`config.mk`:
```
export PLATFORM = sky130hd
export DESIGN_NAME = ascon_aead_ctrl
export DESIGN_NICKNAME = d
export VERILOG_FILES = /design/src/rtl/ascon_pkg.sv /design/src/rtl/ascon_aead_ctrl.sv
export SDC_FILE = /design/constraint.sdc
export NUM_CORES = 1
export LEC_CHECK = 0
export ABC_AREA = 1
export CELL_PAD_IN_SITES_DETAIL_PLACEMENT = 0
export CELL_PAD_IN_SITES_GLOBAL_PLACEMENT = 1
export CORE_ASPECT_RATIO = 0.5
export CORE_UTILIZATION = 30
export CTS_CLUSTER_SIZE = 10
export DETAILED_ROUTE_END_ITERATION = 10
export PLACE_DENSITY = 0.73
export SLEW_MARGIN = 10
export SYNTH_ARGS = -nofsm -noshare
export SYNTH_HDL_FRONTEND = slang
export SYNTH_SLANG_ARGS = --single-unit
```
`constraint.sdc`:
```
create_clock -name clk -period 1.5 [get_ports clk]
set_input_delay 0.3 -clock clk [delete_from_list [all_inputs] [get_ports clk]]
set_output_delay 0.3 -clock clk [all_outputs]
set_load 0.05 [all_outputs]
```
`src/rtl/ascon_pkg.sv`:
```
// Shared constants for the Ascon AEAD controller, wrapper and datapath:
// FSM state encoding, IV construction and block-count arithmetic.
package ascon_pkg;

    localparam logic [3:0] S_IDLE      = 4'd0;
    localparam logic [3:0] S_INIT      = 4'd1;
    localparam logic [3:0] S_PERM_INIT = 4'd2;
    localparam logic [3:0] S_KEYX      = 4'd3;
    localparam logic [3:0] S_AD_ABS    = 4'd4;
    localparam logic [3:0] S_PERM_AD   = 4'd5;
    localparam logic [3:0] S_SEP       = 4'd6;
    localparam logic [3:0] S_TXT_ABS   = 4'd7;
    localparam logic [3:0] S_PERM_TXT  = 4'd8;
    localparam logic [3:0] S_FIN_KEY   = 4'd9;
    localparam logic [3:0] S_PERM_FIN  = 4'd10;
    localparam logic [3:0] S_TAG       = 4'd11;
    localparam logic [3:0] S_DONE      = 4'd12;

    // IV = k || r || a || b || 0^32, each field one byte.
    function automatic logic [63:0] ascon_iv(int k, int r, int a, int b);
        return {8'(k), 8'(r), 8'(a), 8'(b), 32'h0};
    endfunction

    // Padding always appends a 1, so a full final block still adds one more block.
    function automatic int nad_blocks(int l, int r);
        return (l == 0) ? 0 : l / r + 1;
    endfunction

    function automatic int ntxt_blocks(int y, int r);
        return y / r + 1;
    endfunction

    function automatic logic is_perm(logic [3:0] s);
        return (s == S_PERM_INIT) || (s == S_PERM_AD) || (s == S_PERM_TXT) || (s == S_PERM_FIN);
    endfunction

endpackage

```
`src/rtl/ascon_aead_ctrl.sv`:
```
// Phase sequencer for the shared Ascon AEAD datapath: issues permutation
// launches and one-cycle datapath strobes from init through tag.
module ascon_aead_ctrl
    import ascon_pkg::*;
#(
    parameter int R = 64,
    parameter int A = 12,
    parameter int B = 6,
    parameter int L = 16,
    parameter int Y = 16
) (
    input  logic       clk,
    input  logic       rst,
    input  logic       start_i,
    input  logic       mode_i,
    input  logic       perm_done_i,
    output logic       perm_start_o,
    output logic [3:0] perm_rounds_o,
    output logic       init_load_o,
    output logic       key_xor_o,
    output logic       ad_absorb_o,
    output logic       sep_o,
    output logic       txt_absorb_o,
    output logic       fin_key_o,
    output logic       tag_o,
    output logic [7:0] blk_idx_o,
    output logic       mode_o,
    output logic       busy_o,
    output logic       done_o
);

    localparam int NAD  = nad_blocks(L, R);
    localparam int NTXT = ntxt_blocks(Y, R);
    localparam logic [7:0] AD_LAST  = 8'((NAD > 0) ? NAD - 1 : 0);
    localparam logic [7:0] TXT_LAST = 8'(NTXT - 1);
    localparam logic [3:0] RND_A = 4'(A);
    localparam logic [3:0] RND_B = 4'(B);

    if (NAD > 255 || NTXT > 255) begin : g_bad_len
        $error("ascon_aead_ctrl: block count does not fit the 8-bit index");
    end
    if (R != 64 && R != 128) begin : g_bad_rate
        $error("ascon_aead_ctrl: rate must be 64 or 128");
    end
    if (A > 15 || B > 15) begin : g_bad_rounds
        $error("ascon_aead_ctrl: round counts must fit in 4 bits");
    end

    logic [3:0] state, state_nx;
    logic [7:0] blk_idx, blk_nx;
    logic       perm_first;
    logic       perm_ack;

    // A done pulse on the launch cycle cannot belong to our permutation.
    assign perm_ack = is_perm(state) && !perm_first && perm_done_i;

    always_comb begin
        state_nx = state;
        blk_nx   = blk_idx;
        case (state)
            S_IDLE: if (start_i) begin
                state_nx = S_INIT;
                blk_nx   = 8'd0;
            end
            S_INIT:      state_nx = S_PERM_INIT;
            S_PERM_INIT: if (perm_ack) state_nx = S_KEYX;
            S_KEYX:      state_nx = (NAD > 0) ? S_AD_ABS : S_SEP;
            S_AD_ABS:    state_nx = S_PERM_AD;
            S_PERM_AD: if (perm_ack) begin
                if (blk_idx == AD_LAST) begin
                    blk_nx   = 8'd0;
                    state_nx = S_SEP;
                end else begin
                    blk_nx   = blk_idx + 8'd1;
                    state_nx = S_AD_ABS;
                end
            end
            S_SEP: begin
                blk_nx   = 8'd0;
                state_nx = S_TXT_ABS;
            end
            S_TXT_ABS:   state_nx = (blk_idx == TXT_LAST) ? S_FIN_KEY : S_PERM_TXT;
            S_PERM_TXT: if (perm_ack) begin
                blk_nx   = blk_idx + 8'd1;
                state_nx = S_TXT_ABS;
            end
            S_FIN_KEY:   state_nx = S_PERM_FIN;
            S_PERM_FIN:  if (perm_ack) state_nx = S_TAG;
            S_TAG:       state_nx = S_DONE;
            S_DONE:      state_nx = S_IDLE;
            default:     state_nx = S_IDLE;
        endcase
    end

    always_ff @(posedge clk) begin
        if (!rst) begin
            state      <= S_IDLE;
            blk_idx    <= 8'd0;
            mode_o     <= 1'b0;
            perm_first <= 1'b0;
        end else begin
            state      <= state_nx;
            blk_idx    <= blk_nx;
            perm_first <= (state_nx != state) && is_perm(state_nx);
            if (state == S_IDLE && start_i) mode_o <= mode_i;
        end
    end

    always_comb begin
        perm_rounds_o = 4'd0;
        case (state)
            S_PERM_INIT, S_PERM_FIN: perm_rounds_o = RND_A;
            S_PERM_AD, S_PERM_TXT:   perm_rounds_o = RND_B;
            default:                 perm_rounds_o = 4'd0;
        endcase
    end

    assign perm_start_o = is_perm(state) && perm_first;
    assign init_load_o  = (state == S_INIT);
    assign key_xor_o    = (state == S_KEYX);
    assign ad_absorb_o  = (state == S_AD_ABS);
    assign sep_o        = (state == S_SEP);
    assign txt_absorb_o = (state == S_TXT_ABS);
    assign fin_key_o    = (state == S_FIN_KEY);
    assign tag_o        = (state == S_TAG);
    assign done_o       = (state == S_DONE);
    assign busy_o       = (state != S_IDLE) && (state != S_DONE);
    assign blk_idx_o    = blk_idx;

endmodule

```
==> flow_summary.toml, run 1 <==
[outcome]
status = "finished, violations left"
violations = "negative setup slack"

[global_route]
grt.total_usage_pct = 18.6
grt_first_pass_wirelength_microns = 5540
grt_pass1_vias = 1212
grt.overflow.total = 0
antenna_found_initial = 0
grt_max_degree = 9

[sta]
period_share_pct = 110
skew_ns = 0.00408
timing.hold.ws_ns = 0.490
finalHoldViolations = 0
min_period_ns = 1.66
fmax_ghz = 0.604
drv_slew = 0
finalWorstSetupSlack_ns = -0.157
rsz0062_at_grt = "yes"
setup_violations = 12

[clock_tree]
cts_buffers = 3
cts_tree = "yes"
root_buffer = "clkbuf_8"
cts.sinks = 14
clk_path_buf_depth = 2
postCtsHoldBufs = 0
path_clk_slew_ns = 0.07
htree_levels = 1
worstSkewPairLatency_ns = 0.25

[power_and_ir_drop]
combPwrFrac_pct = 49.6
ir_drop_mv = 0.363
p_int_w = 0.000997
sequentialPowerShare_pct = 26.4
p_leak_nw = 0.996
power.share.clock_pct = 24.0
switching_power_w = 0.000634
swShare_pct = 38.9
total_power_w = 0.00163
power_density_mw_per_mm2 = 727

[yosys]
synth-simple-area-share_pct = 47.3
synth_cell_type_count = 26
yosysWarnings = 0
synth_seq_cells = 14
synth_nets = 175
ys_seq_area_share_pct = 25.5
syn_area_per_cell_sq_um = 6.54
synth_top_family_by_area = "simple AND/OR/NAND/NOR gates"
synthMuxAreaShare_pct = 0
syn_inst = 168
synth_fa_ha_area_share_pct = 2.28
synth-compound-area-share_pct = 10.3
synth_xor_area_share_pct = 2.39
netlist_area_sq_mm = 0.00110

[worst_setup_path]
worstReg2RegEnd = "perm_first$_SDFF_PN0_"
startpoint_type = "flip-flop"
reg2reg_from = "state[0]$_SDFF_PN0_"
endpoint_kind = "output port"
r2r_slack_ns = -0.09
crit_type = "reg -> out"
arrival_ns = 1.36
critPathMaxFanout = 6
required_ns = 1.20
r2r_cells = 13

[floorplanning]
dieArea_sq_mm = 0.00392
die_h_microns = 44.8
die_x_microns = 87.6
start_util_pct = 31.6
rows = 15
core_sq_mm = 0.00347
io_pins = 28

[place]
dp.cells = 275
port_buffers = 26
place.gp.congestion = 0.917
dp_hpwl_microns = 2550
dpl_cell_area_sq_mm = 0.00189

[drt]
drt_iter0_markers = 41
vias = 1324
ant_nets = 0
post_drt_wl_per_cell_microns = 12.3
viasPerCell = 4.53
drt-pass1-iter-count = 4
totalWireLength_microns = 3580
drc = 0

[min_path]
whs_endpoint = "mode_o$_SDFFE_PN0P_"
hp-class = "reg -> reg"
min_from = "mode_o$_SDFFE_PN0P_"
hold_depth = 2

[cells_and_area]
instances_no_fill = 292
areaGrowthSynthToFinish_pct = 104
fin_area_sq_mm = 0.00224
nets = 249
drive_gt1_share_pct = 58.1
mostFrequentLayoutCells = "buf_4, nand2_1, buf_12, inv_1, nor2_4"
layout_commonest_cell = "buf_4"
insertedDiodeCount = 0
fillCellCount = 275

[job]
max_cap_violations = 0
## cells by family after synthesis
kind of cell,after synthesis
flops,14
simple gates,97
other cells,1
fa+ha+maj,2
buf+inv,31
xor+xnor,3
compound gates,20
## cells in the mapped netlist
cell type / n / area [sq um]
buf_4: 1 / 7.51
nand2_2: 2 / 12.5
buf_8: 1 / 15.0
o2111ai_1: 1 / 8.76
o21ai_1: 2 / 10.0
nand4_1: 2 / 12.5
nor2_1: 23 / 86.3
nand2_1: 35 / 131
nand3_1: 11 / 55.1
nor3b_2: 1 / 12.5
nand2_4: 5 / 56.3
o21ai_0: 3 / 15.0
inv_1: 23 / 86.3
nor3_1: 3 / 15.0
nor3_2: 2 / 20.0
nor2_4: 5 / 56.3
inv_2: 6 / 22.5
a21oi_1: 11 / 55.1
nor2_2: 5 / 31.3
o21ai_2: 1 / 8.76
nand3_2: 3 / 30.0
ha_1: 2 / 25.0
dfxtp_1: 14 / 280
xor2_1: 3 / 26.3
o211ai_1: 2 / 15.0
conb_1: 1 / 3.75
## worst max-delay path by stage
stage                        startpoint               endpoint  slack [ns]  depth (start not counted)
floorplan           state[0]$_SDFF_PN0_           perm_start_o       -0.11                          7
global placement            perm_done_i  perm_first$_SDFF_PN0_       -0.20                         10
detailed placement          perm_done_i  perm_first$_SDFF_PN0_       -0.24                          8
CTS                 state[0]$_SDFF_PN0_           perm_start_o       -0.15                          8
global route        state[0]$_SDFF_PN0_           perm_start_o       -0.22                          7
finish              state[0]$_SDFF_PN0_           perm_start_o       -0.16                          8
## registers in the layout, indices dropped and copies added, names as in the netlist
signal,count
mode_o,1
perm_first,1
blk_idx_o,8
state,4
## area by class of cell
class / instances / area (sq um) / share of cell area, %
repair buffers: 71 / 850 / 37.9
well taps: 51 / 63.8 / 2.85
inverters: 29 / 128 / 5.69
flip-flops and latches: 14 / 305 / 13.6
multi-input cells: 123 / 841 / 37.5
clock buffers: 4 / 55.1 / 2.46
## through the flow
stage	util (%)	setup WS, ns	setup TNS [ns]
global placement	54.5	-0.204	-1.24
finish	64.6	-0.157	-1.10
CTS	60.1	-0.152	-0.741
floorplan	-	-0.110	-0.407
global route	64.6	-0.220	-1.94
detailed placement	54.5	-0.244	-1.45
## power by group through the flow
stage               clock network (W)  registers [W]  logic [W]
finish                       0.000391       0.000431   0.000808
global route                 0.000425       0.000435   0.000856
CTS                          0.000402       0.000422   0.000710
detailed placement                  0       0.000430   0.000661
global placement                    0       0.000429   0.000658
floorplan                           0       0.000469   0.000323
## per-layer routing
metal / vias up / track usage [%] / part of all wire, %
met3: 6 / 5.30 / 3.7
met5: - / 0 / 0
met2: 32 / 31.9 / 49
met1: 618 / 23.4 / 46
met4: 0 / 5.25 / 1.2
li1: 668 / - / -
## critical path: stages (launching register included)
cell and delay [ns]:
dfxtp_4 0.43, inv_6 0.06, nand2_4 0.07, nor2_4 0.04, nor2_4 0.11, nand2_4 0.08
nand2_4 0.07, clkinvlp_4 0.09, buf_12 0.15
## timing repair
item,in CTS,in global routing
pin swaps,3,6
gates resized for setup,27,30
hold endpoints to repair,0,0
endpoints found under the setup margin,20,23
setup buffers,8,5
No activity file was read; power rests on OpenSTA's default activity.
==> run 2, diff against run 1 <==
--- a/config.mk
+++ b/config.mk
@@ -13,6 +13,7 @@
 export CTS_CLUSTER_SIZE = 10
 export DETAILED_ROUTE_END_ITERATION = 10
 export PLACE_DENSITY = 0.73
+export RECOVER_POWER = 25
 export SLEW_MARGIN = 10
 export SYNTH_ARGS = -nofsm -noshare
 export SYNTH_HDL_FRONTEND = slang
==> run 2 against run 1 <==
The flow still finishes with violations (negative setup slack). Count of clock-buffer cells in the layout unchanged. Worst setup slack unchanged. Non-clock buffer count unchanged. Global-route usage unchanged. Total power decreased by 0.60%. Critical path type unchanged. Highest routed layer unchanged.
==> flow_summary.toml, run 2 (synthesis results as in run 1) <==
[worst_setup_path]
crit_type = "reg -> out"
endpoint_kind = "output port"
required_ns = 1.20
critPathMaxFanout = 6
reg2reg_from = "state[0]$_SDFF_PN0_"
arrival_ns = 1.36
worstReg2RegEnd = "perm_first$_SDFF_PN0_"
r2r_slack_ns = -0.09
startpoint = "state[0]$_SDFF_PN0_"
startpoint_type = "flip-flop"
r2r_cells = 13
cp-endpoint = "perm_start_o"

[outcome]
violations = "negative setup slack"
status = "finished, violations left"

[cells_and_area]
nets = 249
insertedDiodeCount = 0
final_util_pct = 64.3
drive_gt1_share_pct = 56.4
mostFrequentLayoutCells = "buf_4, nand2_1, buf_12, inv_1, nor2_4"
instances_no_fill = 292
layout_commonest_cell = "buf_4"
fillCellCount = 275
areaGrowthSynthToFinish_pct = 103
largest_register_ffs = 8

[sta]
drv_slew = 0
period_share_pct = 110
relSlewSlack_pct = 66.4
tightest_slew_ns = 0.504
fmax_ghz = 0.604
rsz0062_at_grt = "yes"
min_period_ns = 1.66
setup_violations = 12
finalWorstSetupSlack_ns = -0.157
finalHoldViolations = 0
skew_ns = 0.00408

[global_route]
antenna_found_initial = 0
grt.overflow.total = 0
grt.total_usage_pct = 18.6
grt_pass1_vias = 1212
grt_first_pass_wirelength_microns = 5540
grt_max_degree = 9

[power_and_ir_drop]
sequentialPowerShare_pct = 26.5
power_density_mw_per_mm2 = 727
switching_power_w = 0.000632
combPwrFrac_pct = 49.4
total_power_w = 0.00162
p_int_w = 0.000989
swShare_pct = 39.0
ir_drop_mv = 0.363
power.share.clock_pct = 24.1
p_leak_nw = 1.00

[clock_tree]
clk_path_buf_depth = 2
cts_tree = "yes"
htree_levels = 1
path_clk_slew_ns = 0.07
cts.sinks = 14
root_buffer = "clkbuf_8"
worstSkewPairLatency_ns = 0.25
cts_buffers = 3

[drt]
wl_met3_microns = 134
met2WireLength_microns = 1750
wl_met1_microns = 1650
drt-pass1-iter-count = 4
drt_iter0_markers = 41
viasPerCell = 4.53
ant_nets = 0
totalWireLength_microns = 3580
drc = 0
post_drt_wl_per_cell_microns = 12.3
vias = 1324
top_layer = "met4"

[place]
port_buffers = 26
dp_hpwl_microns = 2550
place.gp.congestion = 0.917
dp.cells = 275
post-place-ws_ns = -0.244

[floorplanning]
start_util_pct = 31.6
dieArea_sq_mm = 0.00392
die_h_microns = 44.8
io_pins = 28
die_x_microns = 87.6
core_sq_mm = 0.00347
rows = 15

[job]
max_cap_violations = 0

[min_path]
hp-class = "reg -> reg"
==> run 2: worst min path at each step <==
stage                         from                   to  slack, ns  cells past startpoint
2_1_floorplan                  rst  mode_o$_SDFFE_PN0P_       0.44                      2
3_3_place_gp   mode_o$_SDFFE_PN0P_  mode_o$_SDFFE_PN0P_       0.47                      2
3_5_place_dp   mode_o$_SDFFE_PN0P_  mode_o$_SDFFE_PN0P_       0.48                      2
4_1_cts        mode_o$_SDFFE_PN0P_  mode_o$_SDFFE_PN0P_       0.49                      2
5_1_grt        mode_o$_SDFFE_PN0P_  mode_o$_SDFFE_PN0P_       0.49                      2
6_report       mode_o$_SDFFE_PN0P_  mode_o$_SDFFE_PN0P_       0.45                      2
==> run 2: final cells by class <==
cell class | count | area [sq um] | share of cell area [%]
clock buffers | 4 | 55.1 | 2.47
repair buffers | 71 | 842 | 37.7
flip-flops and latches | 14 | 302 | 13.5
multi-input cells | 123 | 841 | 37.7
inverters | 29 | 128 | 5.72
well taps | 51 | 63.8 | 2.86
==> run 2: routing by layer <==
layer	GRT usage (%)	up-vias
li1	-	668
met1	23.4	618
met2	31.9	32
met3	5.30	6
met4	5.25	0
met5	0	-
==> run 2: worst max-delay path, cell delays in order, from the launching register on <==
cell        delay [ns]
dfxtp_4           0.43
inv_6             0.06
nand2_4           0.07
nor2_4            0.04
nor2_4            0.11
nand2_4           0.08
nand2_4           0.07
clkinvlp_4        0.09
buf_12            0.15
==> run 2: power by group through the flow <==
stage	combinational (W)	sequential (W)	clock, W
2_1_floorplan	0.000323	0.000469	0
3_3_place_gp	0.000658	0.000429	0
3_5_place_dp	0.000661	0.000430	0
4_1_cts	0.000710	0.000422	0.000402
5_1_grt	0.000848	0.000433	0.000425
6_report	0.000801	0.000429	0.000391
==> run 2: timing repair <==
action                     in CTS  in global routing
pin swaps                       3                  6
cloned                          0                  0
setup endpoints to repair      20                 23
setup buffers                   8                  5
gates resized for setup        27                 30
hold buffers                    0                  0
==> run 2: through the flow <==
step	TNS (ns)	hold slack, ns	instance area, sq um
global placement	-1.24	0.470	1890
floorplan	-0.407	0.438	1130
CTS	-0.741	0.494	2090
global route	-1.96	0.489	2230
detailed placement	-1.45	0.482	1890
finish	-1.10	0.450	2230
==> run 3, diff against run 2 <==
--- a/config.mk
+++ b/config.mk
@@ -9,12 +9,13 @@
 export CELL_PAD_IN_SITES_DETAIL_PLACEMENT = 0
 export CELL_PAD_IN_SITES_GLOBAL_PLACEMENT = 1
 export CORE_ASPECT_RATIO = 0.5
+export CORE_MARGIN = 2
 export CORE_UTILIZATION = 30
 export CTS_CLUSTER_SIZE = 10
 export DETAILED_ROUTE_END_ITERATION = 10
 export PLACE_DENSITY = 0.73
 export RECOVER_POWER = 25
-export SLEW_MARGIN = 10
+export SLEW_MARGIN = 20
 export SYNTH_ARGS = -nofsm -noshare
 export SYNTH_HDL_FRONTEND = slang
 export SYNTH_SLANG_ARGS = --single-unit
==> constraint.sdc (replaced) <==
create_clock -name clk -period 1.48 [get_ports clk]
set_input_delay 0.296 -clock clk [delete_from_list [all_inputs] [get_ports clk]]
set_output_delay 0.296 -clock clk [all_outputs]
set_load 0.05 [all_outputs]
==> run 3 against run 2 <==
Cell count rose by 0.34%. Combinational power grew 5.9%. Count of clock-buffer cells in the layout unchanged. Critical endpoint unchanged. The run still ends with negative setup slack left.
==> flow_summary.toml, run 3 (synthesis results as in run 1) <==
[outcome]
status = "finished, violations left"
violations = "negative setup slack"

[min_path]
whs_endpoint = "mode_o$_SDFFE_PN0P_"
min_from = "mode_o$_SDFFE_PN0P_"
hold_depth = 2
hp-class = "reg -> reg"

[drt]
totalWireLength_microns = 3920
ant_nets = 0
viasPerCell = 4.56
vias = 1336
drt_iter0_markers = 27
drt-pass1-iter-count = 4
post_drt_wl_per_cell_microns = 13.4
drc = 0

[global_route]
grt_first_pass_wirelength_microns = 5860
grt_max_degree = 9
grt.overflow.total = 0
grt.total_usage_pct = 19.1
antenna_found_initial = 0
grt_pass1_vias = 1257

[floorplanning]
io_pins = 28
dieArea_sq_mm = 0.00419
die_x_microns = 89.6
rows = 15
start_util_pct = 31.6
core_sq_mm = 0.00347
die_h_microns = 46.8

[sta]
period_share_pct = 111
fin_setup_tns_ns = -1.27
fmax_ghz = 0.607
setup_violations = 21
finalHoldViolations = 0
drv_slew = 0
rsz0062_at_grt = "yes"
min_period_ns = 1.65
finalWorstSetupSlack_ns = -0.168
skew_ns = 0.00388

[power_and_ir_drop]
switching_power_w = 0.000658
power_density_mw_per_mm2 = 734
ir_drop_mv = 0.332
combPwrFrac_pct = 50.5
swShare_pct = 39.2
power.share.clock_pct = 23.4
sequentialPowerShare_pct = 26.1
p_int_w = 0.00102
p_leak_nw = 1.01

[clock_tree]
postCtsHoldBufs = 0
cts_buffers = 3
cts.sinks = 14
cts_tree = "yes"
worstSkewPairLatency_ns = 0.25
clk_path_buf_depth = 2
htree_levels = 1
root_buffer = "clkbuf_8"
path_clk_slew_ns = 0.07

[place]
post-place-ws_ns = -0.258
place.gp.congestion = 0.810
port_buffers = 26
dp_hpwl_microns = 2550

[cells_and_area]
nets = 250
layout_commonest_cell = "buf_4"
largest_register_ffs = 8
areaGrowthSynthToFinish_pct = 109
final_util_pct = 66.0
mostFrequentLayoutCells = "buf_4, nand2_1, buf_12, inv_1, nor2_4"
insertedDiodeCount = 0
drive_gt1_share_pct = 57.0

[worst_setup_path]
r2r_slack_ns = -0.10
startpoint_type = "flip-flop"
required_ns = 1.18
endpoint_kind = "output port"
worstReg2RegEnd = "perm_first$_SDFF_PN0_"
arrival_ns = 1.35
critPathMaxFanout = 6
r2r_cells = 13
reg2reg_from = "state[0]$_SDFF_PN0_"
crit_type = "reg -> out"

[job]
max_cap_violations = 0
[run 3: critical path, stage by stage, from the launching register on]
cell and delay (ns):
dfxtp_4 0.40, inv_2 0.06, nand2_4 0.08, nor2_4 0.05, nor2_4 0.13, nand2_4 0.08, nand2_4 0.06, clkinvlp_4 0.09
buf_12 0.15
[run 3: layer usage]
layer,vias up,share of wire (%),global-route usage [%]
li1,681,-,-
met1,616,44,22.7
met2,33,52,35.1
met3,6,3.4,4.57
met4,0,1.2,6.27
met5,-,0,0
[run 3: worst max path at each step]
stage	from	endpoint	slack, ns	depth (start not counted)
3_5_place_dp	perm_done_i	perm_first$_SDFF_PN0_	-0.26	11
5_1_grt	state[3]$_SDFF_PN0_	perm_start_o	-0.21	8
3_3_place_gp	perm_done_i	perm_first$_SDFF_PN0_	-0.22	10
4_1_cts	state[0]$_SDFF_PN0_	perm_rounds_o[1]	-0.16	5
6_report	state[3]$_SDFF_PN0_	perm_start_o	-0.17	8
2_1_floorplan	state[0]$_SDFF_PN0_	perm_start_o	-0.13	7
[run 3: power by group through the flow]
stage	clock network [W]	registers (W)	logic, W
finish	0.000394	0.000439	0.000848
detailed placement	0	0.000436	0.000689
CTS	0.000405	0.000429	0.000751
global placement	0	0.000436	0.000682
floorplan	0	0.000475	0.000328
global route	0.000420	0.000442	0.000906
[run 3: layout make-up]
class / instances / area [sq um]
clock buffer: 4 / 55.1
fill: 271 / 1180
inverter: 29 / 135
multi-input combinational: 124 / 888
sequential: 14 / 304
tap: 51 / 63.8
timing repair buffer: 71 / 845
[run 3: metrics by stage]
stage	power [W]	hold slack [ns]	std cells	cell area, sq um
floorplan	0.000802	0.434	168	1140
global placement	0.00112	0.470	276	1910
detailed placement	0.00112	0.477	276	1910
CTS	0.00159	0.488	289	2140
global route	0.00177	0.526	293	2290
finish	0.00168	0.484	293	2290
[run 3: what timing repair did]
| action | 4_1_cts | 5_1_grt |
|---|---|---|
| pin swaps | 7 | 15 |
| cloned | 1 | 0 |
| setup buffers | 8 | 5 |
| gates resized for setup | 31 | 34 |
| setup endpoints to repair | 20 | 23 |
